[src/rtl/lpif_dstrm_rr_arb.sv]
// Round-robin arbiter sharing one LPIF downstream flit channel among up to four stacks.
// Bursts are capped at MAX_BURST flits; the winner's index is stamped on dstrm_protid.
module lpif_dstrm_rr_arb #(
  parameter int unsigned NUM_REQ    = 4,
  parameter int unsigned DATA_WIDTH = 256,
  parameter int unsigned MAX_BURST  = 8
) (
  input  logic                          clk_wr,
  input  logic                          rst_wr,
  input  logic [NUM_REQ-1:0]            req_valid,
  input  logic [NUM_REQ*DATA_WIDTH-1:0] req_data,
  input  logic [NUM_REQ-1:0]            req_last,
  output logic [NUM_REQ-1:0]            req_ready,
  input  logic [3:0]                    lnk_state,
  input  logic                          dstrm_ready,
  output logic [3:0]                    dstrm_state,
  output logic [1:0]                    dstrm_protid,
  output logic [DATA_WIDTH-1:0]         dstrm_data,
  output logic                          dstrm_dvalid,
  output logic [3:0]                    dstrm_crc,
  output logic                          dstrm_crc_valid,
  output logic                          dstrm_valid,
  output logic                          arb_busy
);

  localparam int unsigned BCW        = $clog2(MAX_BURST) + 1;
  localparam logic [3:0]  LNK_ACTIVE = 4'h1;

  typedef enum logic {IDLE, BURST} state_t;

  state_t                  state, state_nxt;
  logic [1:0]              grant, rr_ptr, sel, grant_inc;
  logic                    sel_found;
  logic [BCW-1:0]          burst_cnt;
  logic                    out_full;
  logic [DATA_WIDTH-1:0]   out_data;
  logic [1:0]              out_protid;
  logic                    g_valid, g_last;
  logic [DATA_WIDTH-1:0]   g_data;
  logic                    slot_free, accept, burst_end;

  // Search order starts at rr_ptr and wraps; offset-major loop keeps indices constant.
  always_comb begin
    sel       = '0;
    sel_found = 1'b0;
    for (int unsigned k = 0; k < NUM_REQ; k++) begin
      for (int unsigned i = 0; i < NUM_REQ; i++) begin
        if (!sel_found && req_valid[i] && (((32'(rr_ptr) + k) % NUM_REQ) == i)) begin
          sel_found = 1'b1;
          sel       = 2'(i);
        end
      end
    end
  end

  always_comb begin
    g_valid = 1'b0;
    g_last  = 1'b0;
    g_data  = '0;
    for (int unsigned i = 0; i < NUM_REQ; i++) begin
      if (grant == 2'(i)) begin
        g_valid = req_valid[i];
        g_last  = req_last[i];
        g_data  = req_data[i*DATA_WIDTH +: DATA_WIDTH];
      end
    end
  end

  assign grant_inc = (grant == 2'(NUM_REQ - 1)) ? '0 : grant + 2'd1;
  assign slot_free = ~out_full | dstrm_ready;

  always_comb begin
    state_nxt = state;
    req_ready = '0;
    accept    = 1'b0;
    burst_end = 1'b0;
    case (state)
      IDLE: begin
        if (lnk_state == LNK_ACTIVE && sel_found) state_nxt = BURST;
      end
      BURST: begin
        for (int unsigned i = 0; i < NUM_REQ; i++) begin
          if (grant == 2'(i)) req_ready[i] = slot_free;
        end
        accept    = g_valid & slot_free;
        burst_end = accept & (g_last | (burst_cnt == BCW'(MAX_BURST - 1)));
        if (burst_end) state_nxt = IDLE;
      end
      default: state_nxt = IDLE;
    endcase
  end

  always_ff @(posedge clk_wr or posedge rst_wr) begin
    if (rst_wr) begin
      state     <= IDLE;
      grant     <= '0;
      rr_ptr    <= '0;
      burst_cnt <= '0;
    end else begin
      state <= state_nxt;
      if (state == IDLE && state_nxt == BURST) begin
        grant     <= sel;
        burst_cnt <= '0;
      end
      if (accept)    burst_cnt <= burst_cnt + BCW'(1);
      if (burst_end) rr_ptr    <= grant_inc;
    end
  end

  // Output slot: a new accept overwrites the slot only when it is empty or draining.
  always_ff @(posedge clk_wr or posedge rst_wr) begin
    if (rst_wr) begin
      out_full    <= 1'b0;
      out_data    <= '0;
      out_protid  <= '0;
      dstrm_state <= '0;
      dstrm_valid <= 1'b0;
    end else begin
      dstrm_state <= lnk_state;
      dstrm_valid <= 1'b1;
      if (accept) begin
        out_full   <= 1'b1;
        out_data   <= g_data;
        out_protid <= grant;
      end else if (dstrm_ready) begin
        out_full <= 1'b0;
      end
    end
  end

  assign dstrm_dvalid    = out_full;
  assign dstrm_data      = out_data;
  assign dstrm_protid    = out_protid;
  assign dstrm_crc       = 4'h0;
  assign dstrm_crc_valid = 1'b0;
  assign arb_busy        = (state == BURST);

endmodule
[config.mk]
export PLATFORM = sky130hd
export DESIGN_NAME = lpif_dstrm_rr_arb
export DESIGN_NICKNAME = d
export VERILOG_FILES = /design/src/rtl/lpif_dstrm_rr_arb.sv
export SDC_FILE = /design/constraint.sdc
export NUM_CORES = 1
export LEC_CHECK = 0
export ABC_AREA = 1
export CORE_AREA = 2 2 507 509
export CTS_CLUSTER_DIAMETER = 60
export DETAILED_ROUTE_END_ITERATION = 10
export DIE_AREA = 0 0 509 511
export DONT_BUFFER_PORTS = 1
export SYNTH_ARGS = -nofsm -noshare
export SYNTH_HDL_FRONTEND = slang
export SYNTH_SLANG_ARGS = --single-unit
export TNS_END_PERCENT = 1
[constraint.sdc]
create_clock -name clk_wr -period 28.2 [get_ports clk_wr]
set_input_delay 5.64 -clock clk_wr [delete_from_list [all_inputs] [get_ports clk_wr]]
set_output_delay 5.64 -clock clk_wr [all_outputs]
set_load 0.005 [all_outputs]
==> metrics.csv <==
metric;value;unit
Port Buf Inserts;0;
Post-Layout Inst Area;24100;um2
first drt pass iteration count;6;
post-route setup TNS;0;ns
#FFs+latches synth;273;
drt via density;3.64;
Power, Total;3.45;mW
Post-Place Cells;5899;
placed standard-cell area;21900;um2
critical path arrival;6.30;ns
Worst EP required;22.56;ns
Post-DRT Antenna Nets;0;
EDFF count, synth;0;
clk root buf;clkbuf_16;
Setup violations, final;0;
CP endpoint kind;primary output;
RR Endpoint;dstrm_data[58];
CTS resizes;0;
Core Rows;186;
vias in the first global route;19100;
Num CTS Buffers;52;
Mapped Area;18400;um2
Max Fclk;83.7;MHz
run status;finished, final reports clean;
Layout Skew;0.0233;ns
critical path startpoint;dstrm_ready;
Synth-to-Final Area Change;30.6;%
min Tclk post-route;11.94;ns
Post-synth ARST share;100;%
post-CTS setup buffers;0;
synth unique cells;35;
clock-pin slew on the worst setup and hold paths;0.06;ns
CP Max Fanout;4;
RSZ-0062 raised after global routing;no;
RR Startpoint;grant[0];
Post-synth top flop;dfrtp_1;
Initial Utilization;7.22;%
reg2reg setup slack;23.67;ns
Mapped Avg Cell Area;6.78;um2
GP Congestion;1.03;
Tot GR Track Use;16.6;%
Clk Latency, worst-skew pair;0.68;ns
sequential fraction of the synthesis area;37.1;%
core area;255000;um2
Die X;509;um
cell depth of the worst flop-to-flop path;12;
hpwl dp;200000;um
IO Count;1313;
maxcap violations;0;
Hold Buf Count CTS;0;
final worst-path cycle share;42.3;%
DR DRC count;0;
initial drt markers;2500;
CTS tree;yes;
crit path launch type;input pin;
vias;22400;
Overflow after GRT;0;
Max Root-Sink Buffers;3;
final hold vios;0;
Worst Hold Class;register to register;
initial antenna violation count;396;
WL final;228000;um
cell count after synthesis;2718;
largest net degree at the start of global routing;117;
Peak VDD IR;0.0595;mV
post-layout util;9.42;%
nets;3613;
non-filler instance count after layout;6136;
Critical Path End;req_ready[1];
die area;260000;um2
WS Path Type;input pin to primary output;
clk sinks;273;
fin. max-slew vios;0;
slew margin rel.;17.7;%
post-DR wirelength/cell;37.1;um
pwr/cell area;143;nW/um2
Chip Height;511;um
H-tree depth;2;
Leak Pwr;9.71;nW
first-pass GRT wire length;266000;um
synthesis warning total;0;
fraction of layout cells with a size suffix above 1;9.23;%
Slew @ Worst Pin;1.22;ns
report_power, final:
part	total (mW)	internal, mW	leakage (nW)	switching, mW
Sequential	0.797	0.572	3.43	0.226
Combinational	1.97	0.500	5.39	1.47
Clock	0.688	0.410	0.890	0.277
Total	3.45	1.48	9.71	1.97
per-layer routing:
metal  GRT usage [%]  wire length (um)  vias up
li1                -                 -     9227
met4            5.68             10200      264
met1            18.4             84600    10200
met2            25.0             95000     1950
met3            11.1             35900      737
met5               0              1750        -
area by class of cell:
cell class | count | area (um2)
Timing Repair Buffer | 55 | 450
Antenna cell | 141 | 353
Clock inverter | 32 | 398
Fill cell | 30000 | 231000
Sequential cell | 273 | 6830
Clock buffer | 64 | 1420
Inverter | 22 | 120
Multi-Input combinational cell | 2165 | 10200
Tap cell | 3384 | 4230
sequential cells by signal (all words and copies together), names as in the netlist:
name	count
grant	2
burst_cnt	4
dstrm_state	4
rr_ptr	2
dstrm_protid	2
dstrm_data	256
dstrm_dvalid	1
dstrm_valid	1
arb_busy	1
worst max-delay path, cell delays in order:
cell	delay, ns
inv_1	0.03
nand2_1	0.18
nand2_1	0.22
nor2_1	0.23
cells in the mapped netlist (2+ instances only):
master	number	area share, %
o21ai_0	552	15
nand2_2	3	0.10
nand4_2	2	0.14
buf_1	12	0.24
inv_2	6	0.12
ha_1	5	0.34
nor3_1	3	0.081
nand3_1	270	7.3
buf_2	52	1.4
buf_4	6	0.24
o21ai_1	152	4.1
nor2_1	15	0.31
inv_1	16	0.33
nand2_1	804	16
o21ai_2	70	3.3
a21oi_1	258	7.0
buf_6	32	2.0
nand4_1	7	0.24
dfrtp_1	273	37
clkbuf_1	160	3.3
conb_1	2	0.041
nor2_4	2	0.12
nand2_4	2	0.12
nor2_2	3	0.10
placed cells by master (no fill, tap or decap), types with 3 or more instances in the layout:
master,count
inv_1,15
o21ai_2,70
clkinv_2,3
diode_2,141
o21ai_1,154
inv_6,10
a21oi_1,258
o21ai_0,550
ha_4,3
nand4_1,7
buf_12,3
dfrtp_1,273
nand2_1,804
clkbuf_1,7
nor2_1,15
nand3_1,270
clkbuf_16,54
clkbuf_8,3
nor3_1,3
nand2_2,3
clkinv_4,4
nor2_2,3
conb_1,6
inv_8,12
buf_4,52
bufinv_16,5
through the flow:
stage / hold WS [ns] / worst slack [ns]
after detailed placement: 0.498 / 16.29
after CTS: 0.512 / 16.29
after floorplan: 0.476 / 15.04
after global placement: 0.494 / 16.27
final: 0.511 / 16.26
after global routing: 0.519 / 16.23
kinds of logic after synthesis:
logic type / after synthesis / synth area share (%)
simple gates: 1117 / 25.3
compound gates: 1036 / 29.7
buf+inv: 284 / 7.57
xor+xnor: 1 / 0.0476
fa+ha+maj: 5 / 0.340
flops: 273 / 37.1
other cells: 2 / 0.0408
worst min-delay path by stage:
stage / start / to / slack [ns] / cells past startpoint
final: dstrm_data[34] / dstrm_data[34] / 0.51 / 2
after global placement: dstrm_data[92] / dstrm_data[92] / 0.49 / 2
after floorplan: dstrm_data[227] / dstrm_data[227] / 0.48 / 2
after detailed placement: dstrm_data[34] / dstrm_data[34] / 0.50 / 2
after CTS: dstrm_data[34] / dstrm_data[34] / 0.51 / 2
after global routing: dstrm_data[92] / dstrm_data[92] / 0.52 / 2
No activity file was read; power rests on OpenSTA's default activity.
